$ cat config.mk
export PLATFORM = sky130hd
export DESIGN_NAME = mux_n_buf
export DESIGN_NICKNAME = d
export VERILOG_FILES = /design/src/rtl/mux_n_buf.sv
export SDC_FILE = /design/constraint.sdc
export NUM_CORES = 1
export LEC_CHECK = 0
export BUFFER_PORTS_ARGS = -buffer_cell sky130_fd_sc_hd__buf_2
export CAP_MARGIN = 15
export CORE_MARGIN = 4
export CORE_UTILIZATION = 47
export DETAILED_ROUTE_END_ITERATION = 6
export PLACE_DENSITY = 0.81
export SYNTH_ARGS = -nofsm -noshare
export SYNTH_HDL_FRONTEND = slang
export SYNTH_SLANG_ARGS = --single-unit
$ cat constraint.sdc
create_clock -name clk -period 2.6 [get_ports clk]
set_clock_uncertainty 0.15 [all_clocks]
set_input_delay 0.78 -clock clk [delete_from_list [all_inputs] [get_ports clk]]
set_output_delay 0.78 -clock clk [all_outputs]
set_load 0.03 [all_outputs]
$ cat src/rtl/mux_n_buf.sv
// mux_n_buf: NUM-to-1 channel select feeding a 2-entry FIFO with valid/ready handshake.
// Optional macro MUX_N_BUF_SEL_CHECK_EN: out-of-range selects store 0 and raise a sticky sel_err.
module mux_n_buf #(
    parameter int WIDTH = 32,
    parameter int NUM   = 4,
    parameter int SEL_W = 2
) (
    input  logic                   clk,
    input  logic                   rst_n,
    input  logic [NUM*WIDTH-1:0]   in_data,
    input  logic [SEL_W-1:0]       sel,
    input  logic                   in_valid,
    output logic                   in_ready,
    output logic [WIDTH-1:0]       out_data,
    output logic                   out_valid,
    input  logic                   out_ready,
    input  logic                   flush,
    output logic                   sel_err
);

    localparam int SLOTS = 1 << SEL_W;
    localparam logic [WIDTH-1:0] ZERO = {WIDTH{1'b0}};

    logic [WIDTH-1:0] chan_s [SLOTS];
    logic [WIDTH-1:0] fallback_s;
    logic [WIDTH-1:0] sel_data_s;
    logic [1:0]       count_r;
    logic [1:0]       count_s;
    logic [WIDTH-1:0] head_r;
    logic [WIDTH-1:0] head_s;
    logic [WIDTH-1:0] tail_r;
    logic [WIDTH-1:0] tail_s;
    logic             push_s;
    logic             pop_s;

`ifdef MUX_N_BUF_SEL_CHECK_EN
    logic sel_oor_s;
    logic sel_err_r;
    logic sel_err_s;

    assign fallback_s = ZERO;
    assign sel_oor_s  = ({1'b0, sel} >= (SEL_W+1)'(NUM));
    assign sel_err    = sel_err_r;

    // Sticky out-of-range flag; flush wins over a simultaneous bad accept.
    always_comb begin
        sel_err_s = sel_err_r;
        if (flush) begin
            sel_err_s = 1'b0;
        end else if (push_s && sel_oor_s) begin
            sel_err_s = 1'b1;
        end else begin
            sel_err_s = sel_err_r;
        end
    end

    // Error flag register.
    always_ff @(posedge clk or negedge rst_n) begin
        if (!rst_n) begin
            sel_err_r <= 1'b0;
        end else begin
            sel_err_r <= sel_err_s;
        end
    end
`else
    assign fallback_s = in_data[WIDTH-1:0];
    assign sel_err    = 1'b0;
`endif

    // Unused select codes beyond NUM map onto the fallback value.
    for (genvar k = 0; k < SLOTS; k++) begin : g_chan
        if (k < NUM) begin : g_in
            assign chan_s[k] = in_data[k*WIDTH +: WIDTH];
        end else begin : g_oor
            assign chan_s[k] = fallback_s;
        end
    end

    assign sel_data_s = chan_s[sel];
    assign in_ready   = (count_r != 2'd2);
    assign out_valid  = (count_r != 2'd0);
    assign out_data   = head_r;
    assign push_s     = in_valid && in_ready;
    assign pop_s      = out_valid && out_ready;

    // Next buffer state; empty slots are kept at zero so head_r drives out_data directly.
    always_comb begin
        count_s = count_r;
        head_s  = head_r;
        tail_s  = tail_r;
        if (flush) begin
            count_s = 2'd0;
            head_s  = ZERO;
            tail_s  = ZERO;
        end else begin
            case ({push_s, pop_s})
                2'b10: begin
                    if (count_r == 2'd0) begin
                        head_s = sel_data_s;
                    end else begin
                        tail_s = sel_data_s;
                    end
                    count_s = count_r + 2'd1;
                end
                2'b01: begin
                    head_s  = tail_r;
                    tail_s  = ZERO;
                    count_s = count_r - 2'd1;
                end
                2'b11: begin
                    head_s = sel_data_s;
                end
                default: begin
                    count_s = count_r;
                end
            endcase
        end
    end

    // Buffer state registers.
    always_ff @(posedge clk or negedge rst_n) begin
        if (!rst_n) begin
            count_r <= 2'd0;
            head_r  <= ZERO;
            tail_r  <= ZERO;
        end else begin
            count_r <= count_s;
            head_r  <= head_s;
            tail_r  <= tail_s;
        end
    end

endmodule

-- Word level (Yosys, flattened, before mapping)
Cells that the tools add are included.
- flip-flop bits (word level): 66
- word-level logic and storage cells: 32
- $add $sub $neg: 2
- $lt $le $gt $ge: 1
- equal/unequal tests: 6
- mux-type cells: 11
- bitwise gates (word level): 1
- reductions and logical operators: 8
- operators with widths (operator ; number):
    two-way mux 32 bit ; 6
    one-hot mux 32 bit (3 select lines) ; 1
    binary-select mux 32 bit (select 2 bit) ; 1
    one-hot mux 32 bit (2 select lines) ; 1
    != test 3 bit, second input constant ; 2
    equality test 2 bit, second input constant ; 2
    one-hot mux 2 bit (2 select lines) ; 1
    AND reduction 2 bit ; 2
    nonzero test 4 bit ; 1
    >= comparator 3 bit, second input constant ; 1
    inverter 2 -> 3 bit ; 1
    nonzero test 3 bit ; 1
    adder 2 x 1 -> 2 bit, second input constant ; 1
    equality test 2 x 1 -> 1 bit, second input constant ; 1
    logical AND 1 bit ; 2
    logical NOT 2 bit ; 1
    two-way mux 2 bit ; 1
    != test 2 bit, second input constant ; 1
    nonzero test 2 bit ; 1
    subtractor 2 x 1 -> 2 bit, second input constant ; 1

-- Depth between registers and ports, before layout
- word-level depth: 7
- gate-level depth with buffers: 9
- depth with buffers taken out: 7

-- Least setup slack after synthesis
No wires, ideal clock.
- path kind: reg-to-reg
- from: register count_r[0]
- to: register tail_r[0]
- library setup time: 0.065 ns
- data arrival time: 2.120 ns
- data required time: 2.385 ns
- path slack: 0.265 ns
- cell stages (with the launch flop): 10
- path buffers: 2
- path through: dfrtp_1 -> nand2b_1 -> and2_1 -> inv_2 -> ha_1 -> buf_2 -> or2_2 -> a21oi_4 -> buf_6 -> a22o_1
- longest elaborated chain between the ends: 5
- RTL lines (element ; RTL line ; source):
    start: declaration ; 27 ; logic [1:0] count_r;
    start signal: assignment ; 127 ; count_r <= count_s;
    != test 2 bit * ; 80 ; assign in_ready = (count_r != 2'd2);
    net in_ready ; 13 ; output logic in_ready,
    logical AND 1 bit * ; 83 ; assign push_s = in_valid && in_ready;
    equality test 2 x 1 -> 1 bit / equality test 2 bit (equally long branches) ; 96 ; case ({push_s, pop_s})
    one-hot mux 32 bit (2 select lines) (tied with other cells) ; 96 ;
    two-way mux 32 bit / AND reduction 2 bit (equally long branches) ; n/a ;
    end signal: assignment ; 129 ; tail_r <= tail_s;
    end: declaration ; 31 ; logic [WIDTH-1:0] tail_r;
The timed path passes the listed nets; every way through them passes the cells marked *.
A chain may end at the register's enable or synchronous reset.

-- Final worst setup path
- from: register count_r[0]
- to: register tail_r[8]
- longest elaborated chain between the ends: 5
- RTL lines (element ; RTL line):
    != test 2 bit / nonzero test 2 bit (equally long branches) ; 80, 81
    logical AND 1 bit (on tied branches) ; 83, 84
    equality test 2 x 1 -> 1 bit / equality test 2 bit (equally long branches) ; 96
    one-hot mux 32 bit (2 select lines) (tied with other cells) ; 96
    two-way mux 32 bit / AND reduction 2 bit (equally long branches) ; n/a
Parallel ways exist; a longest one is shown, timed or not.

==> results.py <==
metrics = {
    "run_status": {
        "status": "completed",
    },
    "power_and_ir_drop": {
        "ir_drop_uv": 520.4,
        "total_leakage_power_nw": 2.318,
        "pwr_density_cell_nw_per_um2": 903.5,
        "power.total_w": 0.004348,
    },
    "job": {
        "maxCapViolations": 0,
    },
    "floorplanning": {
        "core_um2": 7370,
        "dieHeight_um": 95.61,
        "die_w_um": 95.61,
        "start_util": 0.4895,
        "die-area_um2": 9140,
        "ios": 170,
        "rows": 31,
    },
    "clock_tree": {
        "clkLatencyLatePin_ns": 0.35,
        "holdBufCountCts": 0,
        "cts-root-buf": "clkbuf_8",
        "post-cts-setup-buffers": 0,
        "cts_max_level": 3,
        "cts.sinks": 66,
        "cts_resized": 0,
        "cts_tree": "done",
        "clkTransAtPathRegs_ns": 0.07,
        "clockBufferDepth": 2,
        "cts_buffers": 9,
    },
    "global_route": {
        "grt_pass1_wl_um": 15770,
        "use_met3": 0.05525,
        "grt_busiest_layer": "met2",
        "grt_usage": 0.2306,
        "grt_util_met1": 0.2895,
        "antenna_found_initial": 0,
        "grt_pass1_vias": 3133,
        "grt_max_degree": 67,
        "use_met2": 0.3885,
        "gr-total-overflow": 0,
    },
    "timing": {
        "drv_slew": 0,
        "setup_tns_ns": 0,
        "max_freq_ghz": 0.4415,
        "hold_viol_final": 0,
        "min_period_ns": 2.265,
        "post-route-period-util": 0.8711,
        "setup_violations": 0,
        "rsz0062_at_grt": "no",
    },
    "drt": {
        "finalWirelength_um": 10250,
        "drtIter0Drc": 136,
        "drc": 0,
        "ant_nets": 0,
        "drtPass1Iterations": 4,
        "wl_per_cell_um": 19.89,
        "via_count": 2978,
        "vias_per_cell": 5.783,
    },
    "critical_path": {
        "arrival_ns": 2.39,
        "rrSetupSlack_ns": 0.34,
        "cp_max_fo": 32,
        "cp-startpoint": "count_r[0]",
        "reg2reg_from": "count_r[0]",
        "start_kind": "register",
        "endpoint_kind": "register",
        "required_ns": 2.73,
        "path_class": "reg2reg",
        "reg2reg_to": "tail_r[8]",
        "reg2regPathDepth": 7,
        "cp-endpoint": "tail_r[8]",
    },
    "synth": {
        "ys_seq_area_frac": 0.4579,
        "synth_fp_nets": 383,
        "yosys-top-cells-area": "dfrtp_1 46%, mux4_2 20%, mux2i_1 8.9%, a22o_1 7.8%, o2bb2ai_1 7.8%",
        "syn-cell-area_um2": 3607,
        "yosysTopAreaCellShare": 0.4579,
        "synth-seq-cells": 66,
        "yosysWarnings": 0,
        "yosysTopAreaCell": "dfrtp_1",
        "synth_cell_types": 28,
        "syn_area_per_cell_um2": 14.72,
        "synth_cells": 245,
    },
    "placement": {
        "place.gp.congestion": 0.7988,
        "numPortBuffers": 168,
        "dp_hpwl_um": 7433,
    },
    "final_layout": {
        "area_delta_synth_final_pct": 33.40,
        "multi_input_area_um2": 1803,
        "n_antenna_cell": 0,
        "final.fill_count": 562,
        "seqCellArea_um2": 1652,
        "final_layout_size_suffix_gt1_frac": 0.5649,
        "nNetsFinal": 549,
    },
    "min_path": {
        "hold_path.class": "in2async",
    },
}
[routing by layer]
metal	vias to the layer above	routed length, µm
met4	0	123
met2	143	5140
met3	10	844
met1	1506	4137
met5	-	0
li1	1319	-
[sequential cells by signal, summed over array words and instances, names as in the netlist]
signal and count:
count_r 2, out_data 32, tail_r 32
[critical path, cell delays in order, from the launching register on]
cell and delay (ns):
dfrtp_1 0.47, nand2b_1 0.16, and2_1 0.20, ha_1 0.23
or3b_1 0.41, a21oi_4 0.19, buf_12 0.21, a22o_1 0.18
[Yosys cell counts]
cell       instances
a21o_1             1
a21oi_1            2
a21oi_4            1
a22o_1            32
and2_1             1
buf_2             13
buf_4              2
buf_6              7
clkbuf_1           4
conb_1             1
dfrtp_1           66
ha_1               3
inv_1              1
inv_2              1
mux2i_1           32
mux4_2            32
nand2_1            1
nand2b_1           3
nand3_1            1
nand3b_1           2
nor2_1             1
nor4bb_1           1
o21ai_1            1
o2bb2ai_1         32
or2_1              1
or2_2              1
or3b_1             1
xnor2_1            1
[stage by stage]
stage               cell area, µm²  hold WS [ns]  cells  setup slack [ns]    util
finish                        4812        0.2941    515            0.3351  0.6530
global route                  4812        0.3135    515            0.2182  0.6530
CTS                           4812        0.3018    515            0.3505  0.6530
detailed placement            4562        0.3188    499            0.1475  0.6190
global placement              4562        0.3188    499            0.1837  0.6190
floorplan                     3607        0.3227    245            0.2647       -
[logic make-up after synthesis]
family	count (synthesis)	share of synthesized area
xor gates and xnor gates	1	0.002428
adders and majority gates	3	0.01041
muxes	64	0.2886
DFF	66	0.4579
buffers and inverters	28	0.05029
AOI/OAI and AO/OA	69	0.1661
and+or+nand+nor	13	0.02324
other	1	0.001040
[how the worst min path moves through the flow]
stage / startpoint / endpoint / slack (ns) / depth (start not counted)
floorplan: tail_r[0] / tail_r[0] / 0.32 / 1
global placement: out_data[4] / out_data[4] / 0.32 / 1
detailed placement: out_data[20] / out_data[20] / 0.32 / 1
CTS: rst_n / tail_r[7] / 0.30 / 2
global route: rst_n / out_data[9] / 0.31 / 2
finish: rst_n / out_data[4] / 0.29 / 2
[layout by cell type (no fill, tap or decap), drive strengths merged]
master / instances
dfrtp: 66
nor4bb: 1
nand2b: 3
conb: 1
and2: 1
nand2: 1
clkbuf: 10
or2: 2
inv: 3
bufinv: 3
nor2: 1
clkinv: 2
nand3: 1
o21ai: 1
nand3b: 2
ha: 3
buf: 181
a22o: 32
xnor2: 1
mux4: 32
a21oi: 3
o2bb2ai: 32
mux2i: 32
or3b: 1
a21o: 1
[power breakdown]
part / switching, W / internal (W)
Clock: 0.000406 / 0.000666
Sequential: 0.000187 / 0.00131
Combinational: 0.00110 / 0.000683
Total: 0.00169 / 0.00266
[layout make-up]
type	instances	area share
Tap cell	99	0.02574
Timing Repair Buffer	181	0.2028
Multi-Input combinational cell	151	0.3747
Sequential cell	66	0.3432
Clock inverter	6	0.02340
Clock buffer	10	0.02860
Inverter	2	0.001560
Power figures use the tool's default switching activity.
